===== src/rtl/banco_pkg.sv =====
// Shared types and default widths for the register-bank arbiter.
package banco_pkg;
   localparam int BITS_PALAVRA  = 16;
   localparam int END_REGISTROS = 3;

   typedef enum logic [1:0] {IDLE, ACESSO, RESPOSTA} estado_t;

   function automatic logic [1:0] um_quente(input logic idx);
      return idx ? 2'b10 : 2'b01;
   endfunction
endpackage


===== src/rtl/rr_arbitro_2.sv =====
// Two-way round-robin pick: on a tie the requester not served last wins.
module rr_arbitro_2 (
   input  logic [1:0] req,
   input  logic       ultimo,
   output logic       vencedor,
   output logic       valido
);
   always_comb begin
      valido   = |req;
      vencedor = 1'b0;
      case (req)
         2'b01:   vencedor = 1'b0;
         2'b10:   vencedor = 1'b1;
         2'b11:   vencedor = ~ultimo;
         default: vencedor = 1'b0;
      endcase
   end
endmodule


===== src/rtl/arbitro_banco.sv =====
// Round-robin arbiter sharing one register bank between the datapath (0) and the debug/load port (1).
module arbitro_banco #(
   parameter int BITS_PALAVRA  = banco_pkg::BITS_PALAVRA,
   parameter int END_REGISTROS = banco_pkg::END_REGISTROS,
   parameter bit PROTEGE_R0    = 1'b1
) (
   input  logic                     clock,
   input  logic                     reset,
   input  logic [1:0]               req,
   input  logic [1:0]               wr,
   input  logic [END_REGISTROS-1:0] sel_a0,
   input  logic [END_REGISTROS-1:0] sel_a1,
   input  logic [END_REGISTROS-1:0] sel_b0,
   input  logic [END_REGISTROS-1:0] sel_b1,
   input  logic [BITS_PALAVRA-1:0]  wdata0,
   input  logic [BITS_PALAVRA-1:0]  wdata1,
   output logic [1:0]               gnt,
   output logic [1:0]               ack,
   output logic [BITS_PALAVRA-1:0]  rdata_a0,
   output logic [BITS_PALAVRA-1:0]  rdata_b0,
   output logic [BITS_PALAVRA-1:0]  rdata_a1,
   output logic [BITS_PALAVRA-1:0]  rdata_b1,
   output logic                     Hab_Escrita,
   output logic [END_REGISTROS-1:0] Sel_E_SA,
   output logic [END_REGISTROS-1:0] Sel_SB,
   output logic [BITS_PALAVRA-1:0]  E,
   input  logic [BITS_PALAVRA-1:0]  A,
   input  logic [BITS_PALAVRA-1:0]  B
);
   import banco_pkg::*;

   estado_t                  estado_reg;
   logic                     ultimo_reg;
   logic                     vencedor_reg;
   logic                     wr_l_reg;
   logic [END_REGISTROS-1:0] sel_a_l_reg;
   logic [END_REGISTROS-1:0] sel_b_l_reg;
   logic [BITS_PALAVRA-1:0]  wdata_l_reg;

   logic                     vencedor_next;
   logic                     valido;
   logic [BITS_PALAVRA-1:0]  rdata_a_reg [2];
   logic [BITS_PALAVRA-1:0]  rdata_b_reg [2];
   logic                     escrita_r0;

   rr_arbitro_2 u_rr (
      .req      (req),
      .ultimo   (ultimo_reg),
      .vencedor (vencedor_next),
      .valido   (valido)
   );

   always_ff @(posedge clock or negedge reset) begin
      if (!reset) begin
         estado_reg   <= IDLE;
         ultimo_reg   <= 1'b1;
         vencedor_reg <= 1'b0;
         wr_l_reg     <= 1'b0;
         sel_a_l_reg  <= '0;
         sel_b_l_reg  <= '0;
         wdata_l_reg  <= '0;
      end else begin
         case (estado_reg)
            IDLE: begin
               if (valido) begin
                  vencedor_reg <= vencedor_next;
                  ultimo_reg   <= vencedor_next;
                  wr_l_reg     <= wr[vencedor_next];
                  sel_a_l_reg  <= vencedor_next ? sel_a1 : sel_a0;
                  sel_b_l_reg  <= vencedor_next ? sel_b1 : sel_b0;
                  wdata_l_reg  <= vencedor_next ? wdata1 : wdata0;
                  estado_reg   <= ACESSO;
               end
            end
            ACESSO:   estado_reg <= RESPOSTA;
            RESPOSTA: estado_reg <= IDLE;
            default:  estado_reg <= IDLE;
         endcase
      end
   end

   // Read data is captured at the end of ACESSO, after the bank refreshed A/B on the falling edge.
   generate
      for (genvar gi = 0; gi < 2; gi++) begin : g_rdata
         always_ff @(posedge clock or negedge reset) begin
            if (!reset) begin
               rdata_a_reg[gi] <= '0;
               rdata_b_reg[gi] <= '0;
            end else if (estado_reg == ACESSO && !wr_l_reg && vencedor_reg == gi[0]) begin
               rdata_a_reg[gi] <= A;
               rdata_b_reg[gi] <= B;
            end
         end
      end
   endgenerate

   assign escrita_r0  = PROTEGE_R0 && (sel_a_l_reg == '0);
   assign Hab_Escrita = (estado_reg == ACESSO) && wr_l_reg && !escrita_r0;
   assign Sel_E_SA    = sel_a_l_reg;
   assign Sel_SB      = sel_b_l_reg;
   assign E           = wdata_l_reg;

   assign gnt = (estado_reg != IDLE)     ? um_quente(vencedor_reg) : 2'b00;
   assign ack = (estado_reg == RESPOSTA) ? um_quente(vencedor_reg) : 2'b00;

   assign rdata_a0 = rdata_a_reg[0];
   assign rdata_b0 = rdata_b_reg[0];
   assign rdata_a1 = rdata_a_reg[1];
   assign rdata_b1 = rdata_b_reg[1];
endmodule


===== config.mk =====
export PLATFORM = sky130hd
export DESIGN_NAME = arbitro_banco
export DESIGN_NICKNAME = d
export VERILOG_FILES = /design/src/rtl/banco_pkg.sv /design/src/rtl/rr_arbitro_2.sv /design/src/rtl/arbitro_banco.sv
export SDC_FILE = /design/constraint.sdc
export NUM_CORES = 1
export LEC_CHECK = 0
export ABC_AREA = 1
export CAP_MARGIN = 20
export CORE_ASPECT_RATIO = 1.1
export CORE_MARGIN = 5
export CORE_UTILIZATION = 43
export CTS_CLUSTER_SIZE = 8
export DETAILED_ROUTE_END_ITERATION = 8
export PLACE_DENSITY = 0.83
export SETUP_SLACK_MARGIN = 0.2
export SKIP_CTS_REPAIR_TIMING = 1
export SLEW_MARGIN = 10
export SYNTH_ARGS = -nofsm -noshare
export SYNTH_HDL_FRONTEND = slang
export SYNTH_SLANG_ARGS = --single-unit

===== constraint.sdc =====
create_clock -name clock -period 2 [get_ports clock]
set_clock_uncertainty 0.2 [all_clocks]
set_input_delay 0.4 -clock clock [delete_from_list [all_inputs] [get_ports clock]]
set_output_delay 0.4 -clock clock [all_outputs]
set_load 0.005 [all_outputs]

# After elaboration in Yosys (flattened, before gate mapping)

Cells that the tools add are included.

Output and inout bits: 91
Bits of input ports: 82
Register bits: 91
Logic and storage cells: 42

Order comparisons: 1
Reductions and logical operators: 12
Eq/ne operators: 5
Bitwise gates (word level): 2
Mux-type cells: 11

Operators with widths:

| operator                                                                     | number |
|---|---|
| 16-bit 2-to-1 mux                                                            | 1 |
| 2-bit 2-to-1 mux                                                             | 4 |
| 2-bit == test, second input constant                                         | 3 |
| 3-bit 2-to-1 mux                                                             | 2 |
| 1-bit logical AND                                                            | 5 |
| 2-bit one-hot mux with 2 select lines                                        | 1 |
| 3-bit logical NOT                                                            | 1 |
| 2-bit by 1-bit == test with 1-bit output, second input constant              | 1 |
| 1-bit logical NOT                                                            | 2 |
| 2-bit logical NOT                                                            | 1 |
| 1-bit by 2-bit less-than comparator with 1-bit output, second input constant | 1 |
| 1-bit 2-to-1 mux                                                             | 2 |
| 2-bit by 1-bit != test with 1-bit output, second input constant              | 1 |
| 1-bit NOT                                                                    | 2 |
| 1-bit one-hot mux with 2 select lines                                        | 1 |
| 2-bit AND reduction                                                          | 1 |
| 2-bit nonzero test                                                           | 1 |
| 2-bit OR reduction                                                           | 1 |

# Logic depth before layout (Yosys ltp)

Gate-level depths: netlist (run 1).

Depth after elaboration: 4
Mapped depth: 7
Depth with buffers taken out: 6

# Hierarchy

A second synthesis (run 1) with hierarchy kept.

Cells, all modules: 481
Area, all modules: 3972.6 um^2

Modules (own cells, without submodules):

| module        | times used | cells an instance | seq. area each (um^2) | area each (um^2) |
|---|---|---|---|---|
| arbitro_banco | 1          | 478               | 2278.4                | 3957.5 |
| rr_arbitro_2  | 1          | 3                 | 0.0                   | 15.0 |

# Least setup slack after synthesis (run 1)

No wires, ideal clock.

Path kind: reg2out
From: reg vencedor_reg
To: out ack[0]
Data required time: 1400 ps
Slack: 495 ps
Cell stages (with the launch flop): 4
Buffers on the path: 2
Arrival: 905 ps
Cell sequence: dfrtp_1 > buf_2 > buf_1 > nor3_1

Word-level cells in the longest chain between the ends: 2

RTL lines:

| element                  | line                 | RTL |
|---|---|---|
| start: declaration       | arbitro_banco.sv:34  | `logic vencedor_reg;` |
| start signal: assignment | arbitro_banco.sv:66  | `vencedor_reg <= vencedor_next;` |
| 2-bit 2-to-1 mux         | banco_pkg.sv:9       | `return idx ? 2'b10 : 2'b01;` |
| 2-bit 2-to-1 mux         | arbitro_banco.sv:104 | `assign ack = (estado_reg == RESPOSTA) ? um_quente(vencedor_reg) : 2'b00;` |
| end: declaration         | arbitro_banco.sv:18  | `output logic [1:0] ack,` |

No other way between the ends.

# Worst setup path in the final report (run 1)

From: reg estado_reg[1]
To: out Hab_Escrita

Word-level cells in the longest chain between the ends: 3

RTL lines:

| element                                  | line                | RTL |
|---|---|---|
| start: declaration                       | arbitro_banco.sv:32 | `estado_t estado_reg;` |
| start signal: assignment                 | arbitro_banco.sv:55 | `estado_reg <= IDLE;` |
| start signal: assignment                 | arbitro_banco.sv:72 | `estado_reg <= ACESSO;` |
| start signal: assignment                 | arbitro_banco.sv:75 | `ACESSO: estado_reg <= RESPOSTA;` |
| 2-bit by 1-bit == test with 1-bit output | arbitro_banco.sv:98 | `assign Hab_Escrita = (estado_reg == ACESSO) && wr_l_reg && !escrita_r0;` |
| 1-bit logical AND (2 in series)          | arbitro_banco.sv:98 |  |
| end: declaration                         | arbitro_banco.sv:23 | `output logic Hab_Escrita,` |

No other way between the ends.

==> results of run 1 <==
[routing by layer]
metal,global-route usage [%],up-vias,wire [µm]
met5,0,-,0
met4,6.48,0,228
met3,5.89,21,1030
met2,36.4,198,6720
met1,24.9,1985,5150
li1,-,2042,-
[cells in the final DEF (no fill, tap or decap), types with 3 or more instances in the layout]
master,instances
buf_2,3
buf_4,58
clkbuf_8,9
clkdlybuf4s50_1,80
clkinvlp_4,4
dfrtp_1,87
dfrtp_2,3
dlymetal6s2s_1,86
inv_1,46
inv_2,3
nand2_1,201
nand3_1,47
nand4_1,64
nor2_4,3
[stage by stage]
| stage | util [%] | worst slack, ps |
|---|---|---|
| 2_1_floorplan | - | 495 |
| 3_3_place_gp | 63.6 | 99.8 |
| 3_5_place_dp | 63.6 | 68.7 |
| 4_1_cts | 65.5 | -316 |
| 5_1_grt | 71.4 | 43.3 |
| 6_report | 71.4 | 140 |
[power groups by stage]
stage	clock (µW)	combinational, µW	sequential, µW
after floorplan	0	2060	3350
after global placement	0	4430	3360
after detailed placement	0	4590	3380
after CTS	1190	4600	3360
after global routing	1290	5490	3450
final	1170	4980	3330
[worst max path at each step]
stage	to	slack [ps]
after floorplan	ack[0]	500
after global placement	E[14]$_DFFE_PN0P_	100
after detailed placement	rdata_a0[14]$_DFFE_PN0P_	70
after CTS	ack[1]	-320
after global routing	Hab_Escrita	40
final	Hab_Escrita	140
[kinds of logic after synthesis]
group / after synthesis / synth area share (%)
AND/OR/NAND/NOR: 326 / 35.6
AO/OA/AOI/OAI: 1 / 0.119
buffers and inverters: 89 / 9.94
flip-flops: 91 / 54.3
[worst min-delay path: stages (launching register included)]
cell and delay [ps]:
dfrtp_1 350, nand2_1 50, nand2_1 50
[final cells by class]
class                      count  area share (%)
timing repair buffer         233            35.6
sequential                    91            33.8
multi-input combinational    327            22.7
inverter                      51            2.91
tap                          117            2.17
clock buffer                   9            1.84
clock inverter                 7           0.909
==> results.tsv, run 1 <==
stage	metric	value	unit
run_status	outcome	completed	
synthesis	#FFs+latches synth	91	
synthesis	Yosys top cell by area	dfrtp_1	
global_route	first-pass GRT wire length	20400	µm
layout	Total Nets Final	795	
layout	P&R area growth vs syn	60.9	%
global_route	vias in the first global route	4199	
critical_path	crit path kind	flip-flop to output port	
routing	DRT Pass-1 Iters	5	
synthesis	most numerous cell in the Yosys netlist	nand2_1	
critical_path	critical path's top delay family	flip-flops	
sta	Final Hold Vio Count	0	
clock_network	clk sinks	91	
routing	DRT iter0 DRCs	265	
power_and_ir_drop	Peak VDD IR	0.000681	V
layout	register area	2280	µm²
sta	final setup vio count	0	
floorplanning	Site Rows	37	
job	max_cap viols	0	
power_and_ir_drop	power per cell area	1410	nW/µm²
synthesis	count of flip-flops with a built-in enable after synthesis	0	
power_and_ir_drop	sw frac	38.8	%
global_route	Total GRT Usage	20.8	%
floorplanning	I/O pins	173	
critical_path	worst path arrival time	1260	ps
sta	FMAX	0.538	GHz
sta	Final Cycle Share	93.0	%
routing	Vias/cell	5.09	
power_and_ir_drop	Int Power	5800	µW
global_route	initial antenna violation count	0	
layout	fillers	694	
synthesis	Post-synth top cells	nand2_1 (202), dfrtp_1 (90), nand4_1 (64), inv_1 (47), nand3_1 (47)	
critical_path	CP Capture Type	output port	
synthesis	post-synth top area share	53.7	%
critical_path	crit path from	estado_reg[1]$_DFFE_PN0P_	
global_route	largest net degree at the start of global routing	68	
min_path	Hold EP	rdata_b1[5]$_DFFE_PN0P_	
clock_network	Num CTS Buffers	9	
sta	hold slack final	277	ps
sta	RSZ-0062 raised after global routing	true	
power_and_ir_drop	Sequential Power Share	35.2	%
sta	Max Slew Vio Count	0	
critical_path	Critical Path Start Type	flip-flop	
synthesis	Post-Syn Area	4190	µm²
floorplanning	Starting Density	44.4	%
clock_network	worst skew pair latency	350	ps
min_path	WHS Path Cells	2	
routing	WL/cell	15.7	µm
layout	share of layout cells above drive strength 1	14.2	%
power_and_ir_drop	total power	9480	µW
layout	Ant. Diodes	0	
floorplanning	die area	11800	µm²
global_route	final global-route overflow total	0	
critical_path	Worst path depth	4	
floorplanning	die width	104	µm
synthesis	Post-Syn Instances	507	
synthesis	Ys Warns	0	
power_and_ir_drop	Lkg Pwr	0.00427	µW
clock_network	TritonCTS clock tree	built	
clock_network	Root Buffer	clkbuf_8	
critical_path	worst r2r src	estado_reg[1]$_DFFE_PN0P_	
routing	Vias	4246	
critical_path	Worst Path Required	1400	ps
routing	drt drc	0	
critical_path	Crit Path Max Fanout	3	
sta	fin crit period	1860	ps
layout	area of the multi-input gates	1530	µm²
synthesis	sequential element share of the synthesized area	54.3	%
routing	WL final	13100	µm
placed_design	Inst Count DP	777	
layout	Final Instance Area	6750	µm²
critical_path	Worst path slowest cell	dfrtp_2	
placed_design	IO Port Bufs	172	
sta	Slew Limit Headroom	71.4	%
placed_design	DP Area	6000	µm²
critical_path	crit path cell chain	nor2_4 -> nand2_2 -> nor2_1 -> buf_2	
synthesis	Synth Area per Inst	8.27	µm²
placed_design	gpl congestion	0.874	
sta	actual slew at the worst max-slew pin	429	ps
critical_path	CP max stage delay	470	ps
critical_path	Crit path buffers/inverters	1	
synthesis	asr flop ratio synth	100	%
min_path	Hold Startpoint	rdata_b1[5]$_DFFE_PN0P_	
sta	setup_tns	0	ps
clock_network	Max Root-Sink Buffers	2	
power_and_ir_drop	clock share of power	12.3	%
critical_path	reg2reg end	rdata_a0[7]$_DFFE_PN0P_	
power_and_ir_drop	net switching power	3680	µW
floorplanning	die height	114	µm
floorplanning	core area	9440	µm²
synthesis	ys flop type	dfrtp_1	
clock_network	H-tree levels	3	
routing	ANT nets after route	0	
synthesis	Yosys cell types	20	
placed_design	hpwl dp	9010	µm
critical_path	Reg2Reg Setup Slack	170	ps
min_path	HP Class	flip-flop to flip-flop	
synthesis	Syn Nets	589	
synthesis	Area contributors post-synth	dfrtp_1 (54%), nand2_1 (18%), nand4_1 (9.5%), nand3_1 (5.6%), inv_1 (4.2%)	
critical_path	worst r2r path cells	6	
power_and_ir_drop	combinational power share	52.5	%
clock_network	Clock Pin Slew Worst Setup and Hold Paths	100	ps
layout	Post-Layout Cell Count	835	
Note: power is estimated with default switching activity, not from simulation.
==> inputs of run 2 (changes only) <==
CORE_UTILIZATION = 42   (was 43)
GPL_TIMING_DRIVEN = 0   (was unset)
SKIP_CTS_REPAIR_TIMING = unset   (was 1)
SYNTH_HIERARCHICAL = 1   (was unset)
==> results.tsv, run 2 <==
stage	metric	value	unit
sta	setup_tns	0	ps
clock_network	TritonCTS clock tree	built	
layout	Final Instance Area	6330	µm²
global_route	first-pass GRT wire length	21200	µm
synthesis	#FFs+latches synth	91	
sta	actual slew at the worst max-slew pin	570	ps
floorplanning	core area	9310	µm²
min_path	HP Class	flip-flop to flip-flop	
clock_network	H-tree levels	3	
synthesis	count of flip-flops with a built-in enable after synthesis	0	
synthesis	Post-synth top cells	nand2_1 (269), dfrtp_1 (90), nand4_1 (64), buf_2 (15), clkbuf_1 (9)	
synthesis	mux cell area share after synthesis	0	%
global_route	GR Util met3	4.70	%
floorplanning	Site Rows	37	
critical_path	worst r2r src	wr_l_reg$_DFFE_PN0P_	
layout	Post-Layout Cell Count	822	
sta	Max Slew Vio Count	0	
synthesis	Yosys top cell by area	dfrtp_1	
power_and_ir_drop	Peak VDD IR	0.000630	V
synthesis	most numerous cell in the Yosys netlist	nand2_1	
sta	fin crit period	1950	ps
sta	final setup vio count	0	
synthesis	Post-Synth Adder-Cell Area	0	%
power_and_ir_drop	total power	9420	µW
clock_network	worst skew pair latency	360	ps
critical_path	Crit Path Max Fanout	2	
floorplanning	die area	11500	µm²
global_route	layer with the highest usage	met2	
placed_design	IO Port Bufs	172	
clock_network	Max Root-Sink Buffers	2	
routing	ANT nets after route	0	
routing	DRT iter0 DRCs	211	
synthesis	largest family of logic cells by synthesized area	simple AND/OR/NAND/NOR gates	
sta	FMAX	0.513	GHz
synthesis	Yosys cell types	19	
critical_path	worst path arrival time	1350	ps
sta	Final Cycle Share	97.4	%
power_and_ir_drop	power per cell area	1490	nW/µm²
critical_path	Critical Path Start Type	flip-flop	
layout	fillers	728	
routing	WL final	13200	µm
power_and_ir_drop	Lkg Pwr	0.00340	µW
min_path	Hold Startpoint	rdata_a1[11]$_DFFE_PN0P_	
synthesis	asr flop ratio synth	100	%
critical_path	crit path kind	flip-flop to output port	
synthesis	Post-Syn Area	3970	µm²
synthesis	post-synth top area share	56.7	%
global_route	initial antenna violation count	0	
placed_design	DP Area	5870	µm²
synthesis	post-synthesis xor/xnor area fraction	0	%
job	max_cap viols	0	
sta	Slew Limit Headroom	62.0	%
synthesis	Synth Area per Inst	8.26	µm²
layout	most frequent cells in the layout	nand2_1 (268), dfrtp_1 (90), dlygate4sd2_1 (86)	
layout	P&R area growth vs syn	59.4	%
synthesis	complex-gate fraction of the synthesized area	0.378	%
clock_network	Num CTS Buffers	9	
global_route	GR Util met1	27.5	%
floorplanning	Starting Density	42.7	%
layout	Ant. Diodes	0	
layout	Total Nets Final	782	
synthesis	sequential element share of the synthesized area	57.4	%
routing	WL/cell	16.1	µm
synthesis	Ys Warns	6	
critical_path	Worst Path Required	1400	ps
layout	share of layout cells above drive strength 1	13.5	%
floorplanning	die width	103	µm
global_route	largest net degree at the start of global routing	52	
clock_network	Clock Pin Slew Worst Setup and Hold Paths	90	ps
placed_design	hpwl dp	9450	µm
synthesis	Area contributors post-synth	dfrtp_1 (57%), nand2_1 (25%), nand4_1 (10%), buf_2 (1.9%), buf_4 (1.3%)	
critical_path	crit path from	estado_reg[1]$_DFFE_PN0P_	
clock_network	clk sinks	91	
critical_path	CP Capture Type	output port	
synthesis	Post-Syn Instances	481	
synthesis	Post-Synth Simple-Gate Area	37.2	%
routing	drt drc	0	
synthesis	ys flop type	dfrtp_1	
global_route	Total GRT Usage	23.4	%
floorplanning	I/O pins	173	
routing	Vias/cell	5.17	
global_route	Global Route met2 Usage	40.2	%
clock_network	Root Buffer	clkbuf_8	
sta	Final Hold Vio Count	0	
floorplanning	die height	112	µm
placed_design	Inst Count DP	771	
placed_design	gpl congestion	0.807	
routing	DRT Pass-1 Iters	5	
routing	Vias	4250	
global_route	vias in the first global route	4422	
global_route	final global-route overflow total	0	
synthesis	Syn Nets	563	
sta	RSZ-0062 raised after global routing	true	
run_status	outcome	completed	
layout	leading cell type in the layout, fill and taps excluded	nand2_1	
## run 2: repair_timing
action                     CTS  global route
resized for setup          129             8
pin swaps                    5             3
setup endpoints to repair  116            27
hold endpoints to repair    39             0
hold buffers                 1             0
setup buffers               31             3
## run 2: cell type report
cell class                 instances  area [µm²]  share of cell area (%)
buffer                            35         221                    3.50
clock buffer                      12         145                    2.29
clock inverter                     4        73.8                    1.17
inverter                           7        33.8                   0.533
multi-input combinational        348        1540                    24.3
sequential                        91        2280                    36.0
tap                              117         146                    2.31
timing repair buffer             208        1890                    29.9
## run 2: path summary, 6_finish.rpt
kind	depth (start not counted)	slack, ps	to
max in group asynchronous	3	590	rdata_b1[10]$_DFFE_PN0P_
max	4	50	ack[1]
min	2	270	rdata_a1[11]$_DFFE_PN0P_
min reg2reg	2	270	rdata_a1[11]$_DFFE_PN0P_
max reg2reg	5	320	rdata_a1[11]$_DFFE_PN0P_
min in group asynchronous	2	360	rdata_b1[3]$_DFFE_PN0P_
## run 2: where the power goes
group / switching (µW) / internal, µW
sequential: 513 / 2760
combinational: 2530 / 2230
clock: 651 / 740
total: 3700 / 5730
## run 2: metrics by stage
stage | util (%) | hold WS, ps | setup WS [ps]
finish | 68.1 | 270 | 52.1
global route | 68.1 | 295 | 28.7
detailed placement | 63.0 | 228 | -606
CTS | 67.5 | 275 | 52.1
floorplan | - | -95.6 | 442
global placement | 62.8 | 254 | -2830
## run 2: per-layer routing
metal / up-vias / share of wire [%]
met4: 0 / 3.0
met3: 33 / 9.5
met2: 224 / 51
li1: 1994 / -
met1: 1999 / 37
met5: - / 0
## run 2: cell families (layout without fill, tap and decap cells)
kind of cell           count (synthesis)  after routing
and+or+nand+nor                      345            345
AOI/OAI and AO/OA                      3              3
buffers and inverters                 42            266
DFF                                   91             91
## run 2: worst max-delay path, cell delays in order (launching register included)
cell and delay, ps:
dfrtp_1 420, buf_6 130, inv_1 90, nor3_4 200
buf_2 150
